File: src/rtl/mutex_lock_agent.sv
// mutex_lock_agent
// Avalon-MM master that acquires the system hardware mutex for a local RTL
// client. It writes {OWNER_ID, LOCK_VALUE}, reads the register back, and
// owns the mutex only when the full 32-bit readback matches. Failed attempts
// are retried after a fixed backoff. The mutex is released by writing
// {OWNER_ID, 16'h0000} when the request drops.
// Optional build macro: MUTEX_TIMEOUT_EN. When it is defined, the agent gives
// up after MAX_RETRIES failed attempts. It then pulses lock_fail and parks in
// FAIL until the request drops. When it is undefined, retries are unlimited.
module mutex_lock_agent #(
  parameter logic [15:0] OWNER_ID       = 16'h0001,
  parameter logic [15:0] LOCK_VALUE     = 16'h0001,
  parameter int unsigned BACKOFF_CYCLES = 16,
  parameter int unsigned MAX_RETRIES    = 255
) (
  input  logic        clk,
  input  logic        reset_n,
  input  logic        lock_req,
  output logic        lock_grant,
  output logic        busy,
  output logic [7:0]  retry_count,
  output logic        lock_fail,
  output logic        m_address,
  output logic        m_chipselect,
  output logic        m_read,
  output logic        m_write,
  output logic [31:0] m_writedata,
  input  logic [31:0] m_readdata,
  input  logic        m_waitrequest,
  input  logic        m_readdatavalid
);

  localparam logic [31:0] LOCK_WORD    = {OWNER_ID, LOCK_VALUE};
  localparam logic [31:0] REL_WORD     = {OWNER_ID, 16'h0000};
  localparam logic [15:0] BACKOFF_LOAD = 16'(BACKOFF_CYCLES - 1);
  localparam logic [7:0]  RETRY_LIMIT  = 8'(MAX_RETRIES);

  typedef enum logic [2:0] {
    ST_IDLE     = 3'd0,
    ST_WR_LOCK  = 3'd1,
    ST_RD_CHECK = 3'd2,
    ST_WAIT_RD  = 3'd3,
    ST_BACKOFF  = 3'd4,
    ST_HELD     = 3'd5,
    ST_WR_REL   = 3'd6
`ifdef MUTEX_TIMEOUT_EN
    , ST_FAIL   = 3'd7
`endif
  } state_t;

  state_t      state_q, state_d;
  logic [7:0]  retry_q, retry_d;
  logic [15:0] backoff_q, backoff_d;

  // Output registers. Their next values are decoded from the next state,
  // so every output is a flop that lines up with the state it belongs to.
  logic        grant_q, grant_d;
  logic        busy_q, busy_d;
  logic        read_q, read_d;
  logic        write_q, write_d;
  logic        cs_q;
  logic [31:0] wdata_q, wdata_d;

`ifdef MUTEX_TIMEOUT_EN
  logic        fail_q, fail_d;
`else
  logic        unused_retry_limit;
  assign unused_retry_limit = ^RETRY_LIMIT;
`endif

  // Next-state, retry and backoff bookkeeping for the acquire/release protocol.
  always_comb begin
    state_d   = state_q;
    retry_d   = retry_q;
    backoff_d = backoff_q;
`ifdef MUTEX_TIMEOUT_EN
    fail_d    = 1'b0;
`endif
    case (state_q)
      ST_IDLE: begin
        if (lock_req) begin
          retry_d = 8'd0;
          state_d = ST_WR_LOCK;
        end
      end
      // The command is held until the fabric stops stalling. A request drop
      // never truncates a transfer.
      ST_WR_LOCK: begin
        if (!m_waitrequest) state_d = ST_RD_CHECK;
      end
      ST_RD_CHECK: begin
        if (!m_waitrequest) state_d = ST_WAIT_RD;
      end
      ST_WAIT_RD: begin
        if (m_readdatavalid) begin
          if (m_readdata == LOCK_WORD) begin
            // We own it. If the client lost interest meanwhile, give it back.
            state_d = lock_req ? ST_HELD : ST_WR_REL;
          end else begin
            retry_d   = (retry_q == 8'hFF) ? retry_q : retry_q + 8'd1;
            backoff_d = BACKOFF_LOAD;
`ifdef MUTEX_TIMEOUT_EN
            if (retry_d == RETRY_LIMIT) begin
              fail_d  = 1'b1;
              state_d = ST_FAIL;
            end else if (!lock_req) begin
              state_d = ST_IDLE;
            end else begin
              state_d = ST_BACKOFF;
            end
`else
            state_d = lock_req ? ST_BACKOFF : ST_IDLE;
`endif
          end
        end
      end
      ST_BACKOFF: begin
        if (!lock_req) begin
          state_d = ST_IDLE;
        end else if (backoff_q == 16'd0) begin
          state_d = ST_WR_LOCK;
        end else begin
          backoff_d = backoff_q - 16'd1;
        end
      end
      ST_HELD: begin
        if (!lock_req) state_d = ST_WR_REL;
      end
      ST_WR_REL: begin
        if (!m_waitrequest) state_d = ST_IDLE;
      end
`ifdef MUTEX_TIMEOUT_EN
      ST_FAIL: begin
        if (!lock_req) state_d = ST_IDLE;
      end
`endif
      default: state_d = ST_IDLE;
    endcase
  end

  // Decode the registered outputs from the state being entered.
  always_comb begin
    grant_d = 1'b0;
    busy_d  = 1'b1;
    read_d  = 1'b0;
    write_d = 1'b0;
    wdata_d = 32'h0;
    case (state_d)
      ST_IDLE: busy_d = 1'b0;
      ST_HELD: begin
        busy_d  = 1'b0;
        grant_d = 1'b1;
      end
      ST_WR_LOCK: begin
        write_d = 1'b1;
        wdata_d = LOCK_WORD;
      end
      ST_RD_CHECK: read_d = 1'b1;
      ST_WR_REL: begin
        write_d = 1'b1;
        wdata_d = REL_WORD;
      end
      default: ;
    endcase
  end

  // State, counters and output flops. A reset aborts any transfer and does
  // not release a mutex that is currently held.
  always_ff @(posedge clk or negedge reset_n) begin
    if (!reset_n) begin
      state_q   <= ST_IDLE;
      retry_q   <= 8'd0;
      backoff_q <= 16'd0;
      grant_q   <= 1'b0;
      busy_q    <= 1'b0;
      read_q    <= 1'b0;
      write_q   <= 1'b0;
      cs_q      <= 1'b0;
      wdata_q   <= 32'h0;
    end else begin
      state_q   <= state_d;
      retry_q   <= retry_d;
      backoff_q <= backoff_d;
      grant_q   <= grant_d;
      busy_q    <= busy_d;
      read_q    <= read_d;
      write_q   <= write_d;
      cs_q      <= read_d | write_d;
      wdata_q   <= wdata_d;
    end
  end

`ifdef MUTEX_TIMEOUT_EN
  // The give-up pulse is registered like every other output.
  always_ff @(posedge clk or negedge reset_n) begin
    if (!reset_n) fail_q <= 1'b0;
    else          fail_q <= fail_d;
  end
  assign lock_fail = fail_q;
`else
  assign lock_fail = 1'b0;
`endif

  // Only the mutex register is ever addressed. The reset register is unused.
  assign m_address    = 1'b0;
  assign lock_grant   = grant_q;
  assign busy         = busy_q;
  assign retry_count  = retry_q;
  assign m_chipselect = cs_q;
  assign m_read       = read_q;
  assign m_write      = write_q;
  assign m_writedata  = wdata_q;

endmodule

File: config.mk
export PLATFORM = sky130hd
export DESIGN_NAME = mutex_lock_agent
export DESIGN_NICKNAME = d
export VERILOG_FILES = /design/src/rtl/mutex_lock_agent.sv
export SDC_FILE = /design/constraint.sdc
export NUM_CORES = 1
export LEC_CHECK = 0
export CAP_MARGIN = 40
export CORE_MARGIN = 2
export CORE_UTILIZATION = 45
export CTS_CLUSTER_SIZE = 8
export DETAILED_ROUTE_END_ITERATION = 16
export MAX_ROUTING_LAYER = met4
export PLACE_DENSITY_LB_ADDON = 0.25
export SLEW_MARGIN = 20
export SYNTH_ARGS = -nofsm -noshare
export SYNTH_HDL_FRONTEND = slang
export SYNTH_SLANG_ARGS = --single-unit
File: constraint.sdc
create_clock -name clk -period 2.7 [get_ports clk]
set_clock_uncertainty 0.2 [all_clocks]
set_input_delay 0.675 -clock clk [delete_from_list [all_inputs] [get_ports clk]]
set_output_delay 0.675 -clock clk [all_outputs]
set_load 0.01 [all_outputs]
==> flow_summary.yaml <==
clocking:
  clock_tree.buffer_depth: 2
  clk_pin_slew_ns: 0.06
  clk_latency_ns: 0.28
  htree_num_levels: 2
  cts-resized-gates: 0
  numCtsBuffers: 5
  cts-root-buf: "clkbuf_8"
  cts-hold-fix-buffers: 0
  postCtsSetupBuffers: 0
  clock-sinks: 33
  cts_tree: "done"
route:
  drc: 0
  wl_per_cell_um: 12.57
  wirelength_mm: 4.587
  drt-vias-per-instance: 5.148
  vias: 1879
  drt_pass1_iterations: 4
  ant_nets: 0
  drt_iter0_drc: 125
sta:
  slew_viol_final: 0
  hold_violations: 0
  fin_ws_ns: 0.2203
  min_period_over_period: 0.9184
  rsz0062_at_grt: "false"
  layout_min_cycle_time_ns: 2.480
  max_clock_freq_mhz: 403.3
  setup_viol: 0
job:
  cap_violations: 0
grt:
  grt_max_degree: 34
  antenna_found_initial: 0
  grt_overflow: 0
  grt_use_total: 0.1899
  grt_pass1_vias: 1675
  grt_pass1_wl_mm: 7.755
synthesis:
  yosysTopAreaCell: "dfrtp_1"
  synth_top_area_share: 0.3681
  synth.most_common_cell: "buf_4"
  synth_cell_types: 53
  synthFlopType: "dfrtp_1"
  synthTopCellsByCount: "buf_4 (37), dfrtp_1 (33), a21oi_1 (12), nor2_1 (12)"
  synth_edf_count: 0
  synth-seq-area-share: 0.3681
  yosys_warnings: 0
  synth_seq_cells: 33
  async_flop_share: 1.000
  avgSynthCellArea_um2: 9.506
  synth_area_um2: 2243
  synth_area_leaders: "dfrtp_1 (37%), buf_4 (12%), nand4_1 (2.8%)"
  netlist_instances: 236
status:
  outcome: "finished, final reports clean"
worst_setup_path:
  start_kind: "input port"
  crit_fanout: 5
  cp.required_ns: 2.70
  crit_type: "input port to flop"
  worstPathArrival_ns: 2.48
  endpoint_kind: "flop"
power_and_ir_drop:
  total_power_w: 0.002295
  combPwrFrac: 0.411
  peakVddDrop_uv: 293.9
  p_leak_nw: 1.205
  power.density_nw_per_um2: 802.9
  p_int_w: 0.001449
  p_sw_w: 0.0008464
  p_seq_frac: 0.381
  p_sw_frac: 0.3687
  clockPowerShare: 0.208
finish:
  post-route-util: 0.6013
  drive_gt1_frac: 0.1275
  fin_area_um2: 2859
  fin_nets: 336
  stdcell_count: 365
  antennaDiodeCount: 0
  syn_to_final_growth_pct: 27.44
floorplanning:
  coreArea_um2: 4755
  die_x_um: 74.61
  num_rows: 25
  initial_core_util: 0.4718
  die_y_um: 74.61
  pin_count: 84
  dieArea_um2: 5566
place:
  detailed_place_hpwl_mm: 3.474
  place_congestion: 0.8421
  placed_cell_area_um2: 2735
  post-place-ws_ns: -0.1153
  placed_cells: 356
  port_buffers: 51
hold_path:
  min_path_type: "flop to flop"
## kinds of logic (layout without fill, tap and decap cells)
kind of cell               count (synthesis)  after routing  synth area share
AOI/OAI and AO/OA                         37             37            0.1093
xor gates and xnor gates                   7              7           0.02733
adders and majority gates                  2              2           0.01115
buffers and inverters                     48             79            0.1528
DFF                                       33             33            0.3681
muxes                                      5              5           0.02231
other                                      1             32          0.001672
and+or+nand+nor                          103            103            0.3073
## critical path, stage by stage
cell,delay (ns)
clkdlybuf4s50_1,0.40
nor4_1,0.40
nand4_1,0.24
o31ai_2,0.31
or3_1,0.25
mux2i_1,0.20
## per-stage QoR
stage          TNS [ns]  hold WS, ns
2_1_floorplan         0       0.1794
5_1_grt               0       0.3378
4_1_cts               0       0.3093
3_5_place_dp     -1.018       0.3007
3_3_place_gp    -0.8499       0.2866
6_report              0       0.3031
## final cells by class
type | count | area, um^2
flip-flops and latches | 33 | 825.8
clock buffers | 7 | 86.33
inverters | 5 | 18.77
clock inverters | 1 | 30.03
well taps | 67 | 83.83
multi-input cells | 186 | 1191
repair buffers | 66 | 623.1
fillers | 424 | 1896
## power by group through the flow
stage	clock network (W)	logic [W]	registers, W
detailed placement	0	0.000940	0.000879
global route	0.000514	0.00106	0.000907
CTS	0.000489	0.000946	0.000871
global placement	0	0.000924	0.000874
finish	0.000477	0.000943	0.000875
floorplan	0	0.000743	0.000825
## placed cells by master, fill, tap and decap left out, types with 3 or more instances in the layout
master and n:
inv_1 5, dfrtp_1 33, nor3_1 6, nor4_1 10, or3_1 5, nand2b_1 6
nand3_1 7, or4_1 5, o31ai_1 4, nand4_1 10, clkdlybuf4s50_1 51, nor2_1 12
a21oi_1 12, nor4b_1 3, conb_1 32, nor2b_1 4, nand2_1 10, buf_4 14
and2_1 3, xor2_1 7, mux2i_1 5, o21ai_0 8, nand4b_1 3, clkbuf_8 6
## sequential cells by signal (all words and copies together) (netlist names)
signal	cells
busy	1
m_read	1
state_q	3
backoff_q	16
m_writedata	2
lock_grant	1
m_chipselect	1
retry_count	8
## path summary, 6_finish.rpt
path                                startpoint        endpoint  slack [ns]  cells after the start
min in group asynchronous              reset_n  retry_count[5]        0.57                      2
worst max register to register    backoff_q[0]    m_chipselect        0.32                      7
worst min-delay path              backoff_q[0]    backoff_q[0]        0.30                      1
worst max-delay path            m_readdata[10]    m_chipselect        0.22                      6
max in group asynchronous              reset_n    backoff_q[1]        1.41                      2
worst min register to register    backoff_q[0]    backoff_q[0]        0.30                      1
## metal layers
metal / routed length [um] / vias up / global-route usage
met5: 0 / - / -
met4: 95 / 0 / 0.07738
met3: 304 / 9 / 0.04336
met2: 1997 / 89 / 0.2724
met1: 2189 / 855 / 0.2587
li1: - / 926 / -
No activity file was read; power rests on OpenSTA's default activity.
